$ cat config.mk
export PLATFORM = sky130hd
export DESIGN_NAME = button_conditioner
export DESIGN_NICKNAME = d
export VERILOG_FILES = /design/src/rtl/button_conditioner_pkg.sv /design/src/rtl/debounce_bit.sv /design/src/rtl/button_conditioner.sv
export SDC_FILE = /design/constraint.sdc
export NUM_CORES = 1
export LEC_CHECK = 0
export CAP_MARGIN = 20
export CORE_MARGIN = 10
export CORE_UTILIZATION = 30
export CTS_CLUSTER_DIAMETER = 100
export DETAILED_ROUTE_END_ITERATION = 6
export DONT_BUFFER_PORTS = 1
export PLACE_DENSITY_LB_ADDON = 0.3
export SYNTH_ARGS = -nofsm -noshare
export SYNTH_HDL_FRONTEND = slang
export SYNTH_HIERARCHICAL = 1
export SYNTH_SLANG_ARGS = --single-unit
$ cat constraint.sdc
create_clock -name clk -period 3 [get_ports clk]
set_clock_uncertainty 0.2 [all_clocks]
set_input_delay 0.6 -clock clk [delete_from_list [all_inputs] [get_ports clk]]
set_output_delay 0.6 -clock clk [all_outputs]
set_load 0.01 [all_outputs]
$ cat src/rtl/button_conditioner_pkg.sv
// button_conditioner_pkg: shared NMI state encoding and counter sizing helper.
package button_conditioner_pkg;

    typedef enum logic [1:0] {IDLE, PULSE, HOLDOFF} nmi_state_t;

    function automatic int cnt_width(input int n);
        return (n <= 2) ? 1 : $clog2(n);
    endfunction

endpackage

$ cat src/rtl/debounce_bit.sv
// debounce_bit: two-flop synchroniser and symmetric debounce filter for one button.
module debounce_bit
    import button_conditioner_pkg::*;
#(
    parameter int DEBOUNCE_CYCLES = 16
) (
    input  logic clk,
    input  logic resetb,
    input  logic raw,
    output logic level,
    output logic fall
);

    localparam int CW = cnt_width(DEBOUNCE_CYCLES);
    localparam logic [CW-1:0] LAST = CW'(DEBOUNCE_CYCLES - 1);

    logic [1:0]    sync;
    logic [CW-1:0] cnt;
    logic          stable;
    logic          flip;

    // fall marks the cycle whose edge commits a 1->0 change of stable
    assign flip  = (sync[1] != stable) && (cnt == LAST);
    assign fall  = flip && !sync[1];
    assign level = stable;

    always_ff @(posedge clk) begin
        if (!resetb) begin
            sync   <= 2'b11;
            cnt    <= '0;
            stable <= 1'b1;
        end else begin
            sync   <= {sync[0], raw};
            cnt    <= (sync[1] == stable || flip) ? '0 : cnt + 1'b1;
            stable <= flip ? sync[1] : stable;
        end
    end

endmodule

$ cat src/rtl/button_conditioner.sv
// button_conditioner: debounced button levels, sticky press flags and a paced NMI pulse.
module button_conditioner
    import button_conditioner_pkg::*;
#(
    parameter int WIDTH              = 8,
    parameter int DEBOUNCE_CYCLES    = 16,
    parameter int NMI_PULSE_CYCLES   = 4,
    parameter int NMI_HOLDOFF_CYCLES = 4
) (
    input  logic             clk,
    input  logic             resetb,
    input  logic [WIDTH-1:0] raw_in,
    input  logic             nmi_en,
    input  logic [WIDTH-1:0] clear_events,
    output logic [WIDTH-1:0] port_out,
    output logic [WIDTH-1:0] events,
    output logic             nmib
);

    localparam int TW = cnt_width(NMI_PULSE_CYCLES > NMI_HOLDOFF_CYCLES ?
                                  NMI_PULSE_CYCLES : NMI_HOLDOFF_CYCLES);
    localparam logic [TW-1:0] P_LAST = TW'(NMI_PULSE_CYCLES - 1);
    localparam logic [TW-1:0] H_LAST = TW'(NMI_HOLDOFF_CYCLES - 1);

    logic [WIDTH-1:0] fall;
    nmi_state_t       state, state_n;
    logic [TW-1:0]    tmr, tmr_n;
    logic             pending, pending_n;
    logic             want;

    genvar i;
    for (i = 0; i < WIDTH; i++) begin : g_bit
        debounce_bit #(.DEBOUNCE_CYCLES(DEBOUNCE_CYCLES)) u_bit (
            .clk   (clk),
            .resetb(resetb),
            .raw   (raw_in[i]),
            .level (port_out[i]),
            .fall  (fall[i])
        );
    end

    assign want = (|fall || pending) && nmi_en;

    // A request waiting at the end of holdoff launches straight into the next pulse
    always_comb begin
        state_n   = state;
        tmr_n     = tmr;
        pending_n = pending;
        case (state)
            IDLE: if (want) begin
                state_n   = PULSE;
                tmr_n     = '0;
                pending_n = 1'b0;
            end
            PULSE: begin
                pending_n = pending | (|fall);
                state_n   = (tmr == P_LAST) ? HOLDOFF : PULSE;
                tmr_n     = (tmr == P_LAST) ? '0 : tmr + 1'b1;
            end
            HOLDOFF: if (tmr == H_LAST && want) begin
                state_n   = PULSE;
                tmr_n     = '0;
                pending_n = 1'b0;
            end else begin
                pending_n = pending | (|fall);
                state_n   = (tmr == H_LAST) ? IDLE : HOLDOFF;
                tmr_n     = (tmr == H_LAST) ? tmr : tmr + 1'b1;
            end
            default: state_n = IDLE;
        endcase
    end

    always_ff @(posedge clk) begin
        if (!resetb) begin
            state   <= IDLE;
            tmr     <= '0;
            pending <= 1'b0;
            events  <= '0;
            nmib    <= 1'b1;
        end else begin
            state   <= state_n;
            tmr     <= tmr_n;
            pending <= pending_n;
            events  <= (events & ~clear_events) | fall;
            nmib    <= (state != PULSE);
        end
    end

endmodule

==> flow_summary_export.csv <==
group,metric,value,unit
global_route,grt-ovfl-total,0,
synthesis,avgSynthCellArea,9.81,um^2
synthesis,synth.distinct_cells,29,
flow_run,drv_cap,0,
placed_design,routabilityCongestion,0.768,
floorplan,start_util,31.1,%
global_route,grt_antenna_before_repair,0,
routing,vias,1813,
clocking,cts.sinks,70,
clocking,h-tree-depth,3,
floorplan,core_area,8760,um^2
placed_design,port_buffers,0,
setup_path,reg2reg_depth,7,
global_route,grt.total_usage,7.93,%
synthesis,seq_area_frac_synth,51.4,%
placed_design,hpwl,3.66,mm
global_route,grt_pass1_wl,8.27,mm
final_layout,diodes,0,
sta,fin_crit,2.31,ns
setup_path,endpoint_kind,"register",
clocking,post_cts_buffers,0,
clocking,tritoncts,"built",
synthesis,ys_ff_latch,70,
global_route,grt_pass1_vias,1783,
min_path,hold_end,"g_bit[7].u_bit/level$_SDFFE_PN1P_",
sta,tightestPinTransition,0.555,ns
routing,drt_pass1_iterations,4,
min_path,hp-class,"primary input to register",
pwr,p_total,1800,uW
routing,drc_errors,0,
clocking,cts_made_buffers,9,
routing,wl_per_cell,12.4,um
clocking,cts-root-buf,"clkbuf_8",
pwr,p_leak,0.00131,uW
final_layout,finalNonFillerCells,400,
setup_path,required,3.05,ns
routing,initialDrtViolationCount,38,
synthesis,async_reset_ff_share,0,%
final_layout,fill_cells,902,
floorplan,die_w,115,um
synthesis,synth_warnings,6,
sta,hold_viol_final,0,
synthesis,synthCells,278,
final_layout,area_delta_synth_final,12.9,%
final_layout,final_cell_mix,"70 x dfxtp_1, 35 x nor2_1, 26 x nand3_1, 24 x xor2_1, 21 x inv_1",
floorplan,ios,36,
sta,fin_crit_sh,77.0,%
routing,wl,4.96,mm
sta,setup_viol,0,
setup_path,crit_fanout,4,
setup_path,critPathLaunchType,"register",
synthesis,synth_ff_type,"dfxtp_1",
global_route,grt_max_degree,45,
clocking,clk_pin_slew,0.07,ns
final_layout,fin_nets,321,
sta,max_freq,433,MHz
final_layout,layout_commonest_cell,"dfxtp_1",
floorplan,rows,34,
floorplan,dieHeight,115,um
placed_design,placed_cells,385,
run_status,status,"complete, no violations",
min_path,holdPathStages,1,
pwr,irDropWorstVdd,0.192,mV
setup_path,arrival,2.36,ns
setup_path,worstReg2RegStart,"g_bit[0].u_bit/cnt[0]$_SDFF_PP0_",
clocking,clockBufferDepth,2,
synthesis,syn_nets,311,
clocking,clk_latency,0.34,ns
final_layout,drive_gt1_share,9.93,%
sta,drv_slew,0,
synthesis,synth_area,2730,um^2
routing,ant_nets,0,
min_path,min_from,"resetb",
sta,grt_setup_unrepaired,"false",
sta,setup-tns-final,0,ns
routing,vias_per_cell,4.53,
clocking,cts_resized,0,
pwr,power_density,585,nW/um^2
clocking,ctsHoldBuffers,0,
synthesis,synth_enable_flop_cells,0,
setup_path,timing.rr.end,"tmr[0]$_SDFFE_PN0P_",
setup_path,setup.worst_path.class,"register to register",
floorplan,die_area,13300,um^2
sta,relSlewSlack,62.7,%
setup_path,r2r_setup_slack,0.69,ns
[per-layer routing]
layer | track usage (%) | routed length, um | vias to the layer above
met5 | 0 | 0 | -
met4 | 3.71 | 85 | 0
met3 | 4.06 | 379 | 6
met2 | 12.2 | 2230 | 30
met1 | 8.93 | 2270 | 837
li1 | - | - | 940
[worst max-delay path by stage]
stage	slack (ns)	from	cells after the start	to
2_1_floorplan	0.89	g_bit[3].u_bit/cnt[0]$_SDFF_PP0_	7	tmr[0]$_SDFFE_PN0P_
3_3_place_gp	0.76	g_bit[0].u_bit/cnt[0]$_SDFF_PP0_	7	tmr[0]$_SDFFE_PN0P_
3_5_place_dp	0.67	g_bit[0].u_bit/cnt[0]$_SDFF_PP0_	7	tmr[0]$_SDFFE_PN0P_
4_1_cts	0.66	g_bit[0].u_bit/cnt[0]$_SDFF_PP0_	7	tmr[0]$_SDFFE_PN0P_
5_1_grt	0.47	g_bit[2].u_bit/cnt[0]$_SDFF_PP0_	7	tmr[0]$_SDFFE_PN0P_
6_report	0.69	g_bit[0].u_bit/cnt[0]$_SDFF_PP0_	7	tmr[0]$_SDFFE_PN0P_
[flip-flops by register name, summed over array words and instances (netlist names)]
signal	flops
state	2
events	8
pending	1
g_bit.u_bit/cnt	32
nmib	1
g_bit.u_bit/sync	16
g_bit.u_bit/level	8
tmr	2
[synthesized netlist by cell type, drive strengths merged, types with 2 or more instances]
cell type   n  area share (%)
a21oi      13             2.5
and3        8             2.2
ha         14             6.4
nand2      12             1.7
mux2i       9             3.3
nor2       35             4.8
xor2       24             7.7
nand2b     16             3.7
nor2b       2            0.46
dfxtp      70              51
nor3b       8             2.2
a31oi       2            0.46
inv        21             2.9
nand3      26             4.8
o21ai       5            0.92
[cells by family (layout without fill, tap and decap cells)]
kind of cell | count (synthesis) | after routing | synth area share (%)
adders and majority gates | 14 | 14 | 6.43
DFF | 70 | 70 | 51.4
and+or+nand+nor | 114 | 114 | 22.6
muxes | 9 | 9 | 3.30
xor gates and xnor gates | 24 | 24 | 7.71
buffers and inverters | 22 | 36 | 3.03
AOI/OAI and AO/OA | 25 | 25 | 5.55
[critical path, cell delays in order, from the launching register on]
cell and delay (ns):
dfxtp_1 0.35, ha_1 0.20, nand3_1 0.14, nor3b_1 0.49, nor4_4 0.08, and4b_4 0.23
or3_1 0.35, o31ai_2 0.17
[power breakdown]
group          internal [uW]  total, uW  switching, uW
Clock                    487        827            340
Sequential               942        949           6.99
Combinational           11.9       25.6           13.7
Total                   1440       1800            361
[final cells by class]
cell class              count  area (um^2)  area share (%)
clock buffers              10          138            4.47
clock inverters             5         83.8            2.72
inverters                  21         78.8            2.56
multi-input cells         186         1240            40.3
flip-flops and latches     70         1400            45.5
well taps                 108          135            4.39
[metrics by stage]
stage	area (um^2)	utilization (%)	hold WS (ns)	worst slack, ns
floorplan	2730	-	0.186	0.888
global placement	2860	32.6	0.188	0.763
detailed placement	2860	32.6	0.196	0.675
CTS	3080	35.1	0.110	0.664
global route	3080	35.1	0.115	0.472
finish	3080	35.1	0.136	0.690
(Power assumes the default switching activity.)
